<file path="config.mk">
export PLATFORM = sky130hd
export DESIGN_NAME = encoder_8b10b
export DESIGN_NICKNAME = d
export VERILOG_FILES = /design/src/rtl/encoder_8b10b_pkg.sv /design/src/rtl/encoder_8b10b_code_lut.sv /design/src/rtl/encoder_8b10b.sv
export SDC_FILE = /design/constraint.sdc
export NUM_CORES = 1
export LEC_CHECK = 0
export CORE_MARGIN = 3
export CORE_UTILIZATION = 51
export CTS_CLUSTER_SIZE = 25
export DETAILED_ROUTE_END_ITERATION = 16
export PLACE_DENSITY = 0.81
export SYNTH_ARGS = -nofsm -noshare
export SYNTH_HDL_FRONTEND = slang
export SYNTH_SLANG_ARGS = --single-unit
</file>
<file path="constraint.sdc">
create_clock -name BitCLK_10 -period 6.7 [get_ports BitCLK_10]
set_input_delay 0.67 -clock BitCLK_10 [delete_from_list [all_inputs] [get_ports BitCLK_10]]
set_output_delay 0.67 -clock BitCLK_10 [all_outputs]
set_load 0.005 [all_outputs]
</file>
<file path="src/rtl/encoder_8b10b_pkg.sv">
// enc8b10b_pkg: shared definitions for the 8b/10b transmit encoder.
//   rd_t          running-disparity state (RD_NEG / RD_POS)
//   d6_rdm/d4_rdm RD- forms of the data sub-block codes, abcdei / fghj with 'a'/'f' as MSB
//   k4_rdm        K28.y 4b codes, indexed by the RD seen at the 4b step
//   plus6/plus4   RD+ form of a data code (neutral codes are shared by both RDs)
//   rd_after6/4   RD left behind by an emitted sub-block
//   a7_sel, k_valid, rev6, rev4 helper functions
package enc8b10b_pkg;

    typedef enum logic {RD_NEG = 1'b0, RD_POS = 1'b1} rd_t;

    localparam logic [4:0] K28_X      = 5'd28;
    localparam logic [2:0] K28_5_Y    = 3'd5;
    localparam logic [5:0] K28_6B_RDM = 6'b001111;
    localparam logic [3:0] A7_4B_RDM  = 4'b0111;

    function automatic logic [5:0] d6_rdm(input logic [4:0] x);
        case (x)
            5'd0:  d6_rdm = 6'b100111;  5'd1:  d6_rdm = 6'b011101;
            5'd2:  d6_rdm = 6'b101101;  5'd3:  d6_rdm = 6'b110001;
            5'd4:  d6_rdm = 6'b110101;  5'd5:  d6_rdm = 6'b101001;
            5'd6:  d6_rdm = 6'b011001;  5'd7:  d6_rdm = 6'b111000;
            5'd8:  d6_rdm = 6'b111001;  5'd9:  d6_rdm = 6'b100101;
            5'd10: d6_rdm = 6'b010101;  5'd11: d6_rdm = 6'b110100;
            5'd12: d6_rdm = 6'b001101;  5'd13: d6_rdm = 6'b101100;
            5'd14: d6_rdm = 6'b011100;  5'd15: d6_rdm = 6'b010111;
            5'd16: d6_rdm = 6'b011011;  5'd17: d6_rdm = 6'b100011;
            5'd18: d6_rdm = 6'b010011;  5'd19: d6_rdm = 6'b110010;
            5'd20: d6_rdm = 6'b001011;  5'd21: d6_rdm = 6'b101010;
            5'd22: d6_rdm = 6'b011010;  5'd23: d6_rdm = 6'b111010;
            5'd24: d6_rdm = 6'b110011;  5'd25: d6_rdm = 6'b100110;
            5'd26: d6_rdm = 6'b010110;  5'd27: d6_rdm = 6'b110110;
            5'd28: d6_rdm = 6'b001110;  5'd29: d6_rdm = 6'b101110;
            5'd30: d6_rdm = 6'b011110;  5'd31: d6_rdm = 6'b101011;
            default: d6_rdm = 6'b100111;
        endcase
    endfunction

    // y=7 returns the primary P7 code; A7 is chosen separately.
    function automatic logic [3:0] d4_rdm(input logic [2:0] y);
        case (y)
            3'd0: d4_rdm = 4'b1011;  3'd1: d4_rdm = 4'b1001;
            3'd2: d4_rdm = 4'b0101;  3'd3: d4_rdm = 4'b1100;
            3'd4: d4_rdm = 4'b1101;  3'd5: d4_rdm = 4'b1010;
            3'd6: d4_rdm = 4'b0110;  3'd7: d4_rdm = 4'b1110;
            default: d4_rdm = 4'b1011;
        endcase
    endfunction

    // K28 4b codes at RD- of the 4b step; the RD+ form is always the complement.
    function automatic logic [3:0] k4_rdm(input logic [2:0] y);
        case (y)
            3'd0: k4_rdm = 4'b1011;  3'd1: k4_rdm = 4'b0110;
            3'd2: k4_rdm = 4'b1010;  3'd3: k4_rdm = 4'b1100;
            3'd4: k4_rdm = 4'b1101;  3'd5: k4_rdm = 4'b0101;
            3'd6: k4_rdm = 4'b1001;  3'd7: k4_rdm = 4'b0111;
            default: k4_rdm = 4'b0101;
        endcase
    endfunction

    function automatic logic [2:0] ones6(input logic [5:0] c);
        ones6 = {2'b00, c[0]} + {2'b00, c[1]} + {2'b00, c[2]} +
                {2'b00, c[3]} + {2'b00, c[4]} + {2'b00, c[5]};
    endfunction

    function automatic logic [2:0] ones4(input logic [3:0] c);
        ones4 = {2'b00, c[0]} + {2'b00, c[1]} + {2'b00, c[2]} + {2'b00, c[3]};
    endfunction

    // Balanced codes are shared by both RDs, except 111000 whose RD+ twin is 000111.
    function automatic logic [5:0] plus6(input logic [5:0] c);
        if ((ones6(c) == 3'd3) && (c != 6'b111000)) plus6 = c;
        else                                         plus6 = ~c;
    endfunction

    // Balanced codes are shared by both RDs, except 1100 whose RD+ twin is 0011.
    function automatic logic [3:0] plus4(input logic [3:0] c);
        if ((ones4(c) == 3'd2) && (c != 4'b1100)) plus4 = c;
        else                                       plus4 = ~c;
    endfunction

    // Unbalanced codes set RD by their sign; 000111 leaves RD+, 111000 leaves RD-.
    function automatic logic rd_after6(input logic [5:0] c, input logic rd);
        if (ones6(c) > 3'd3)       rd_after6 = 1'b1;
        else if (ones6(c) < 3'd3)  rd_after6 = 1'b0;
        else if (c == 6'b000111)   rd_after6 = 1'b1;
        else if (c == 6'b111000)   rd_after6 = 1'b0;
        else                       rd_after6 = rd;
    endfunction

    // Same rule for the 4b sub-block with 0011 / 1100 as the balanced-but-decisive codes.
    function automatic logic rd_after4(input logic [3:0] c, input logic rd);
        if (ones4(c) > 3'd2)       rd_after4 = 1'b1;
        else if (ones4(c) < 3'd2)  rd_after4 = 1'b0;
        else if (c == 4'b0011)     rd_after4 = 1'b1;
        else if (c == 4'b1100)     rd_after4 = 1'b0;
        else                       rd_after4 = rd;
    endfunction

    // A7 avoids a run of five equal bits across the 6b/4b boundary.
    function automatic logic a7_sel(input logic [4:0] x, input logic rd);
        if (rd) a7_sel = (x == 5'd11) || (x == 5'd13) || (x == 5'd14);
        else    a7_sel = (x == 5'd17) || (x == 5'd18) || (x == 5'd20);
    endfunction

    function automatic logic k_valid(input logic [4:0] x, input logic [2:0] y);
        k_valid = (x == K28_X) ||
                  ((y == 3'd7) && ((x == 5'd23) || (x == 5'd27) ||
                                   (x == 5'd29) || (x == 5'd30)));
    endfunction

    // Tables hold 'a' in the MSB; the line order wants 'a' in bit 0.
    function automatic logic [5:0] rev6(input logic [5:0] c);
        rev6 = {c[0], c[1], c[2], c[3], c[4], c[5]};
    endfunction

    function automatic logic [3:0] rev4(input logic [3:0] c);
        rev4 = {c[0], c[1], c[2], c[3]};
    endfunction

endpackage

</file>
<file path="src/rtl/encoder_8b10b_code_lut.sv">
// encoder_code_lut: combinational 8b/10b symbol lookup.
//   i_x [4:0]      EDCBA part of the byte
//   i_y [2:0]      HGF part of the byte
//   i_k            1 = control character
//   i_rd_in        running disparity before this symbol (1 = RD+)
//   o_code10 [9:0] symbol, [5:0]=abcdei (bit0=a), [9:6]=fghj (bit6=f)
//   o_rd_next      running disparity after this symbol
//   o_k_err        unsupported K code; K28.5 is produced instead
module encoder_code_lut
    import enc8b10b_pkg::*;
(
    input  logic [4:0] i_x,
    input  logic [2:0] i_y,
    input  logic       i_k,
    input  logic       i_rd_in,
    output logic [9:0] o_code10,
    output logic       o_rd_next,
    output logic       o_k_err
);

    logic       w_k_err;
    logic       w_is_k28;
    logic [2:0] w_y_eff;
    logic [5:0] w_base6;
    logic [5:0] w_code6;
    logic       w_rd6;
    logic [3:0] w_base4;
    logic [3:0] w_code4;

    // Two-step lookup: 6b sub-block at the incoming RD, 4b sub-block at the RD it leaves.
    always_comb begin
        w_k_err  = i_k & ~k_valid(i_x, i_y);
        w_is_k28 = i_k & (w_k_err | (i_x == K28_X));
        w_y_eff  = w_k_err ? K28_5_Y : i_y;

        if (w_is_k28) w_base6 = K28_6B_RDM;
        else          w_base6 = d6_rdm(i_x);

        if (i_rd_in) w_code6 = plus6(w_base6);
        else         w_code6 = w_base6;

        w_rd6 = rd_after6(w_code6, i_rd_in);

        if (w_is_k28) begin
            w_base4 = k4_rdm(w_y_eff);
            w_code4 = w_rd6 ? ~w_base4 : w_base4;
        end else if (i_k | ((i_y == 3'd7) & a7_sel(i_x, w_rd6))) begin
            // Kx.7 always uses A7; data uses it only to break a run-of-five.
            w_base4 = A7_4B_RDM;
            w_code4 = w_rd6 ? ~w_base4 : w_base4;
        end else begin
            w_base4 = d4_rdm(i_y);
            w_code4 = w_rd6 ? plus4(w_base4) : w_base4;
        end

        o_code10  = {rev4(w_code4), rev6(w_code6)};
        o_rd_next = rd_after4(w_code4, w_rd6);
        o_k_err   = w_k_err;
    end

endmodule

</file>
<file path="src/rtl/encoder_8b10b.sv">
// encoder_8b10b: TX-side 8b/10b encoder with running-disparity tracking.
//   BitCLK_10          symbol clock
//   Reset              asynchronous active-low reset
//   TxParallel_8 [7:0] [4:0]=EDCBA, [7:5]=HGF
//   TxDataK            encode as control character
//   TxValid            byte is valid this cycle
//   TxParallel_10[9:0] registered symbol, [5:0]=abcdei (bit0=a), [9:6]=fghj
//   TxValid_10         new symbol this cycle
//   rd_out             running disparity after the last symbol (1 = RD+)
//   code_error         one-cycle pulse with a symbol that replaced an unsupported K code
// Parameter RD_INIT: running disparity after reset.
// Build option ENC_IDLE_K285_EN: idle cycles emit K28.5 instead of holding the line.
module encoder_8b10b
    import enc8b10b_pkg::*;
#(
    parameter logic RD_INIT = 1'b0
)
(
    input  logic       BitCLK_10,
    input  logic       Reset,
    input  logic [7:0] TxParallel_8,
    input  logic       TxDataK,
    input  logic       TxValid,
    output logic [9:0] TxParallel_10,
    output logic       TxValid_10,
    output logic       rd_out,
    output logic       code_error
);

    logic [9:0] r_code;
    logic       r_valid;
    logic       r_err;
    rd_t        r_rd;

    logic       w_emit;
    logic [4:0] w_x;
    logic [2:0] w_y;
    logic       w_k;
    logic       w_rd_cur;
    logic [9:0] w_code10;
    logic       w_rd_next;
    logic       w_k_err;

    assign w_rd_cur = (r_rd == RD_POS);

    // Choose what is encoded this cycle: the offered byte, or an idle comma when enabled.
    always_comb begin
`ifdef ENC_IDLE_K285_EN
        w_emit = 1'b1;
        if (TxValid) begin
            w_x = TxParallel_8[4:0];
            w_y = TxParallel_8[7:5];
            w_k = TxDataK;
        end else begin
            w_x = K28_X;
            w_y = K28_5_Y;
            w_k = 1'b1;
        end
`else
        w_emit = TxValid;
        w_x    = TxParallel_8[4:0];
        w_y    = TxParallel_8[7:5];
        w_k    = TxDataK;
`endif
    end

    encoder_code_lut u_lut (
        .i_x       (w_x),
        .i_y       (w_y),
        .i_k       (w_k),
        .i_rd_in   (w_rd_cur),
        .o_code10  (w_code10),
        .o_rd_next (w_rd_next),
        .o_k_err   (w_k_err)
    );

    // Output and disparity registers; RD only advances when a symbol leaves.
    always_ff @(posedge BitCLK_10 or negedge Reset) begin
        if (!Reset) begin
            r_code  <= 10'h000;
            r_valid <= 1'b0;
            r_err   <= 1'b0;
            r_rd    <= rd_t'(RD_INIT);
        end else if (w_emit) begin
            r_code  <= w_code10;
            r_valid <= 1'b1;
            r_err   <= w_k_err;
            r_rd    <= rd_t'(w_rd_next);
        end else begin
            r_valid <= 1'b0;
            r_err   <= 1'b0;
        end
    end

    assign TxParallel_10 = r_code;
    assign TxValid_10    = r_valid;
    assign code_error    = r_err;
    assign rd_out        = w_rd_cur;

endmodule

</file>
# Yosys cells after proc, flatten, opt, wreduce, memory -nomap -nowiden
# Memory sizes are Yosys's and may differ from the RTL's.
# Index checks and enable logic that the tools add are counted.
# W data, S select, Z words.
dict set report totals {
  mem_bits_ro 256
  input_bits 12
  regBits 13
  n_memories 3
  output_inout_bits 13
}
# name depth word_bits rd rd_clocked_by_memory_dff wr line
set memory_table {}
lappend memory_table {{(no name shown)} 32 6 1 0 0 encoder_8b10b_pkg.sv:18} ;# case (x)
lappend memory_table {{(no name shown)} 8 4 1 0 0 encoder_8b10b_pkg.sv:52} ;# case (y)
lappend memory_table {{(no name shown)} 8 4 1 0 0 encoder_8b10b_pkg.sv:41} ;# case (y)
dict set report op_classes {
  n_mux 25
  n_eq_ne 20
  addsub 16
  order_cmp 4
  n_reduce_logical 11
  n_bitwise 9
}
# operator n
set ops {}
lappend ops {{$eq A5 B5 Y1 const B} 8}
lappend ops {{$add A3 B1 Y3} 12}
lappend ops {{$mux W4} 9}
lappend ops {{$mux W6} 3}
lappend ops {{$eq A5 B4 Y1 const B} 3}
lappend ops {{$mux W1} 12}
lappend ops {{$add A1 B1 Y2} 4}
lappend ops {{$logic_or A1 B1 Y1} 8}
lappend ops {{$not A4 Y4} 2}
lappend ops {{$eq A3 B2 Y1 const B} 2}
lappend ops {{$eq A6 B3 Y1 const B} 1}
lappend ops {{$eq A6 B6 Y1 const B} 1}
lappend ops {{$gt A3 B2 Y1 const B} 2}
lappend ops {{$lt A3 B2 Y1 const B} 2}
lappend ops {{$ne A6 B6 Y1 const B} 1}
lappend ops {{$not A6 Y6} 1}
lappend ops {{$eq A4 B2 Y1 const B} 1}
lappend ops {{$eq A4 B4 Y1 const B} 1}
lappend ops {{$ne A4 B4 Y1 const B} 1}
lappend ops {{$and A1 B1 Y1} 3}
lappend ops {{$eq A3 B3 Y1 const B} 1}
lappend ops {{$logic_and A1 B1 Y1} 3}
lappend ops {{$mux W3} 1}
lappend ops {{$or A1 B1 Y1} 2}
lappend ops {{$not A1 Y1} 1}

# Longest topological paths before layout
dict set report logic_depth {
  ltp_word 49
  ltp_mapped 38
}

# By module
# Synthesis repeated with hierarchy kept, for this count alone.
dict set report hier_totals {
  hier_cells 224
  hier_area_um2 2060.7
}
# mod cells_each area_per_inst_um2 n_inst
set modules_own_cells {}
lappend modules_own_cells {encoder_code_lut 198 1559.0 1}
lappend modules_own_cells {encoder_8b10b 26 501.7 1}

# Worst setup path before layout
# OpenSTA, ideal clock, no wires.
dict set report synth_timing {
  kind {input to register}
  from {in TxParallel_8[1]}
  to {reg r_rd, in the netlist rd_out}
  setup_slack_ns -1.835
  t_arrival_ns 8.416
  required_time_ns 6.581
  cell_stages 36
  path_buffers 2
  path_cell_list {inv_1 > ha_1 > o21ai_2 > o211ai_2 > a21boi_2 > buf_2 > nor2_1 > ha_1 > inv_1 > fa_1 > inv_1 > fa_1 > fa_1 > nand3b_1 > o21ai_1 > xor2_1 > ha_1 > inv_1 > fa_1 > fa_1 > inv_1 > fa_1 > nand3_1 > or4_1 > o21a_1 > or2_1 > buf_6 > nor4_1 > nor3_1 > ha_1 > inv_1 > fa_1 > ha_1 > and4b_1 > nand4_1 > o21a_1}
}
dict set report synth_between {
  elab_chain_cells 40
}
# element line
set synth_lines {}
lappend synth_lines {{start: declaration} encoder_8b10b.sv:21} ;# input logic [7:0] TxParallel_8,
lappend synth_lines {{$eq A5 B5 Y1} encoder_8b10b_pkg.sv:108} ;# ((y == 3'd7) && ((x == 5'd23) || (x == 5'd27) ||
lappend synth_lines {{$logic_or A1 B1 Y1 (2 in a row)} encoder_8b10b_pkg.sv:108}
lappend synth_lines {{$logic_or A1 B1 Y1} encoder_8b10b_pkg.sv:109} ;# (x == 5'd29) || (x == 5'd30)));
lappend synth_lines {{$logic_and A1 B1 Y1} encoder_8b10b_pkg.sv:108}
lappend synth_lines {{$logic_or A1 B1 Y1} encoder_8b10b_pkg.sv:107} ;# k_valid = (x == K28_X) ||
lappend synth_lines {{$not A1 Y1} encoder_8b10b_code_lut.sv:32} ;# w_k_err = i_k & ~k_valid(i_x, i_y);
lappend synth_lines {{$and A1 B1 Y1} encoder_8b10b_code_lut.sv:32}
lappend synth_lines {{$or A1 B1 Y1} encoder_8b10b_code_lut.sv:33} ;# w_is_k28 = i_k & (w_k_err | (i_x == K28_X));
lappend synth_lines {{[... 11 more ...]} -}
lappend synth_lines {{via u_lut.o_code10[5]} encoder_8b10b_code_lut.sv:16} ;# output logic [9:0] o_code10,
lappend synth_lines {{[... 11 more ...]} -}
lappend synth_lines {{$or A1 B1 Y1} encoder_8b10b_code_lut.sv:47} ;# end else if (i_k | ((i_y == 3'd7) & a7_sel(i_x, w_rd6))) begin
lappend synth_lines {{$mux W4} encoder_8b10b_code_lut.sv:47}
lappend synth_lines {{$mux W4} encoder_8b10b_code_lut.sv:44} ;# if (w_is_k28) begin
lappend synth_lines {{$add A1 B1 Y2} encoder_8b10b_pkg.sv:67} ;# ones4 = {2'b00, c[0]} + {2'b00, c[1]} + {2'b00, c[2]} + {2'b00, c[3]};
lappend synth_lines {{$add A3 B1 Y3 (2 in a row)} encoder_8b10b_pkg.sv:67}
lappend synth_lines {{$lt A3 B2 Y1} encoder_8b10b_pkg.sv:94} ;# else if (ones4(c) < 3'd2) rd_after4 = 1'b0;
lappend synth_lines {{$mux W1} encoder_8b10b_pkg.sv:94}
lappend synth_lines {{$mux W1 *} encoder_8b10b_pkg.sv:93} ;# if (ones4(c) > 3'd2) rd_after4 = 1'b1;
lappend synth_lines {{end signal: assignment} encoder_8b10b.sv:83} ;# r_rd <= rd_t'(RD_INIT);
lappend synth_lines {{end signal: assignment} encoder_8b10b.sv:88} ;# r_rd <= rd_t'(w_rd_next);
lappend synth_lines {{end: declaration} encoder_8b10b.sv:33} ;# rd_t r_rd;
# The timed path passes the listed nets; every way through them passes the cells marked *. The select of a mux whose other input is x is not followed.
# A chain may end at the register's enable or synchronous reset.

# Final worst setup path
dict set report layout_timing {
  from {in TxParallel_8[0]}
  to {reg r_rd, in the netlist rd_out}
}
# The elaborated chain is that of the path after synthesis.

==> summary.md <==
| Metric | Value |
|---|---|
| Final GP Congestion | roughly 0.83 |
| Met1 Usage GRT | between 20% and 30% |
| Area growth, synth to finish | 66.1% |
| Number of synthesized register bits | 13 |
| Area of the multi-input gates | approximately 1800 um^2 |
| Count of input and output buffers | 24 |
| Aggregate routed wire length | roughly 8600 um |
| Asr flop ratio synth | 100% |
| Worst Hold Slack | approximately 0.50 ns |
| Die width | 69.3 um |
| Remaining max-slew budget at the tightest pin | 54.8% |
| Total Die Area | roughly 4800 um^2 |
| Sequential Area | ~330 um^2 |
| Element type at the critical path end | flop |
| Share of the cycle needed by the critical path after routing | 125% |
| Pin count of the biggest net entering global routing | 21 |
| Maximum number of buffers from clock root to sink | 2 |
| Initial Utilization | a little over half |
| Final design utilization | about nine tenths |
| Violated checks | negative setup slack |
| Core Region | 3770 um^2 |
| Num rows | 22 |
| Total count of max-transition violations in the final report | 0 |
| Number of buffers added by the clock tree synthesis step | 3 |
| Finish-stage setup viols | 5 |
| Vert. Die Dim | 69.3 um |
| Source-to-sink clock delay at the later pin of the worst-skew pair | about 0.25 ns |
| Final-report hold violation count | 0 |
| Worst-Margin Slew | slightly below 0.7 ns |
| Count of cell types in the netlist | between 60 and 70 |
| Gate count of the mapped netlist | approximately 240 |
| Hold buffer count at cts | 0 |
| CP peak stage delay | 0.52 ns |
| TritonCTS clock tree | done |
| Number of standard cells in the layout, taps in and fillers out | roughly 400 |
| Critical Path Slowest Stage Cell | fa_1 |
| Worst-case clock skew | roughly 0.00048 ns |
| Count of flip-flops with a built-in enable after synthesis | 0 |
| First-pass iteration count of the detailed router | 5 |
| Highest net fanout along the worst path | 5 |
| DRT antenna net count | 0 |
| GRT overflow | 0 |
| Sum of buffers and inverters on the critical path | 9 |
| Number of H-tree levels | 1 |
| Layout net count | ~400 |
| Vias in the first global route | 2276 |
| Post-Synthesis Net Count | 284 |
| DRC | 0 |
| Setup repair after global routing missed its margin | true |
| Count of antenna diodes in the layout | 0 |
| Signal arrival time at the worst endpoint | approximately 8.6 ns |
| Total via count in the routed design | between 2000 and 3000 |
| Crit path kind | primary input to flop |
| Netlist Area Pre-Place | slightly above 2000 um^2 |
| Filler cells | approximately 160 |
| Root buffer cell | clkbuf_8 |
| Required time of the critical path | around 6.9 ns |
| Predominant post-synthesis flop cell | dfrtp_1 |
| Warnings from Yosys | 0 |
| CTS Sinks | 13 |
| Share of final-layout standard cells stronger than drive strength 1 | a little under half |
| Post-detail-place hpwl | approximately 4200 um |
| Minimum setup slack in the final design | -1.69 ns |
| Initial DRC Count | about 370 |
| Library cell occupying the most area in the post-synthesis netlist | dfrtp_1 |
| Share of Yosys cell area claimed by the top area cell type | between 10% and 20% |
| Worst min path class | flop to flop |
| Wire length of the first global-routing pass | 10200 um |
| Antenna violations before repair | 0 |
| Gr usage total | around a quarter |
| Per-cell via count in the routed design | 6.42 |
| Main area contributors after synthesis | dfrtp_1 (16%), ha_1 (13%), fa_1 (6.9%) |
| Period minus WS final | between 8 and 9 ns |
| Layer with the highest usage after global routing | met2 |
| Cell repeated most along the worst path | inv_2 |
| Met3 demand-to-capacity share in global routing | 2.90% |
| Cell family with most CP delay | adder cells |
| Total instance count after detailed placement | between 300 and 400 |
| Post-synthesis average cell area | 8.40 um^2 |
| Run status | finished with violations |
| I/O pin cnt | 25 |
| Clk slew on worst S/H paths | 0.06 ns |
| Max_cap viols | 0 |
| Routed WL per cell | 21.4 um |
| Maximum achievable frequency | between 0.1 and 0.15 GHz |
| Dpl ws | -2.13 ns |
| Met2 usage | around 50% |
| Sequential element share of the synthesized area | between 15 and 20% |
| Startpoint type of the worst setup path | primary input |
layout by cell type (no fill, tap or decap), types with 3 or more instances in the layout:
| cell type | n |
|---|---|
| nand2b_1 | 4 |
| inv_1 | 18 |
| nand3_1 | 7 |
| buf_12 | 3 |
| a211o_1 | 3 |
| nor2b_1 | 4 |
| mux2i_1 | 4 |
| ha_4 | 7 |
| a21oi_1 | 14 |
| clkbuf_8 | 3 |
| or3_1 | 3 |
| ha_2 | 3 |
| o21ai_1 | 4 |
| o21ai_0 | 10 |
| nor2_1 | 10 |
| o21ai_4 | 3 |
| mux2_2 | 3 |
| ha_1 | 12 |
| and2_1 | 5 |
| xnor2_1 | 4 |
| fa_2 | 3 |
| dfrtp_1 | 13 |
| or4_4 | 3 |
| buf_4 | 79 |
| clkdlybuf4s50_1 | 16 |
| inv_2 | 6 |
| nand2_1 | 15 |
| fa_1 | 4 |
| buf_6 | 15 |
routing by layer:
metal	vias up	wire length [um]	share of wire (%)
met2	212	4120	48
met5	-	0	0
met3	85	731	8.5
met4	0	728	8.5
li1	1070	-	-
met1	1208	2990	35
per-stage QoR:
stage,area [um^2],TNS [ns]
after detailed placement,2890,-6.70
final,3390,-3.99
after CTS,3220,-3.53
after global routing,3390,-4.90
after global placement,2890,-5.83
after floorplan,2190,-1.81
area by class of cell:
cell class | count | share of cell area (%)
multi-input combinational | 191 | 53.5
timing repair buffer | 119 | 30.5
sequential | 13 | 9.59
inverter | 26 | 3.32
tap | 48 | 1.77
clock buffer | 4 | 1.33
flip-flops by register name (all words and copies together), names as in the netlist:
register       flops
TxParallel_10     10
TxValid_10         1
code_error         1
rd_out             1
worst min-delay path: stages (launching register included):
cell and delay (ns):
dfrtp_1 0.34, nand2_1 0.07, o21ai_2 0.05
cell families (layout without fill, tap and decap cells):
kind of cell / after synthesis / count (layout) / synth area share (%)
compound gates: 64 / 64 / 22.5
xor+xnor: 7 / 7 / 3.00
fa+ha+maj: 29 / 29 / 20.3
buf+inv: 39 / 149 / 9.62
flops: 13 / 13 / 15.9
mux: 12 / 12 / 6.13
simple gates: 79 / 79 / 22.5
final timing paths:
check                                        startpoint                           end  slack (ns)  cells after the start
max                                     TxParallel_8[0]            rd_out$_DFFE_PN0P_       -1.69                     38
min                        TxParallel_10[7]$_DFFE_PN0P_  TxParallel_10[7]$_DFFE_PN0P_        0.50                      2
max reg2reg                          rd_out$_DFFE_PN0P_            rd_out$_DFFE_PN0P_        0.95                     23
min reg2reg                TxParallel_10[7]$_DFFE_PN0P_  TxParallel_10[7]$_DFFE_PN0P_        0.50                      2
max in group asynchronous                         Reset  TxParallel_10[0]$_DFFE_PN0P_        5.55                      1
min in group asynchronous                         Reset  TxParallel_10[6]$_DFFE_PN0P_        0.78                      1
cells in the mapped netlist, drive strengths merged (3+ instances only):
| master | number |
|---|---|
| a211o | 3 |
| a211oi | 3 |
| a21oi | 17 |
| a31oi | 3 |
| and2 | 6 |
| buf | 10 |
| clkbuf | 3 |
| dfrtp | 13 |
| fa | 7 |
| ha | 22 |
| inv | 26 |
| mux2 | 4 |
| mux2i | 8 |
| nand2 | 18 |
| nand2b | 5 |
| nand3 | 8 |
| nor2 | 12 |
| nor2b | 4 |
| nor3 | 3 |
| o211ai | 3 |
| o21ai | 19 |
| or2 | 4 |
| or3 | 4 |
| or4 | 3 |
| xnor2 | 5 |
timing repair:
item                                    4_1_cts  5_1_grt
buffers inserted                             21       12
resized for setup                            51       36
pin swaps                                    37       33
endpoints found under the setup margin        5        5
Power is left out: the tool's default activity adds up to more than one toggle a clock period on the data nets, which glitch-free logic cannot reach.
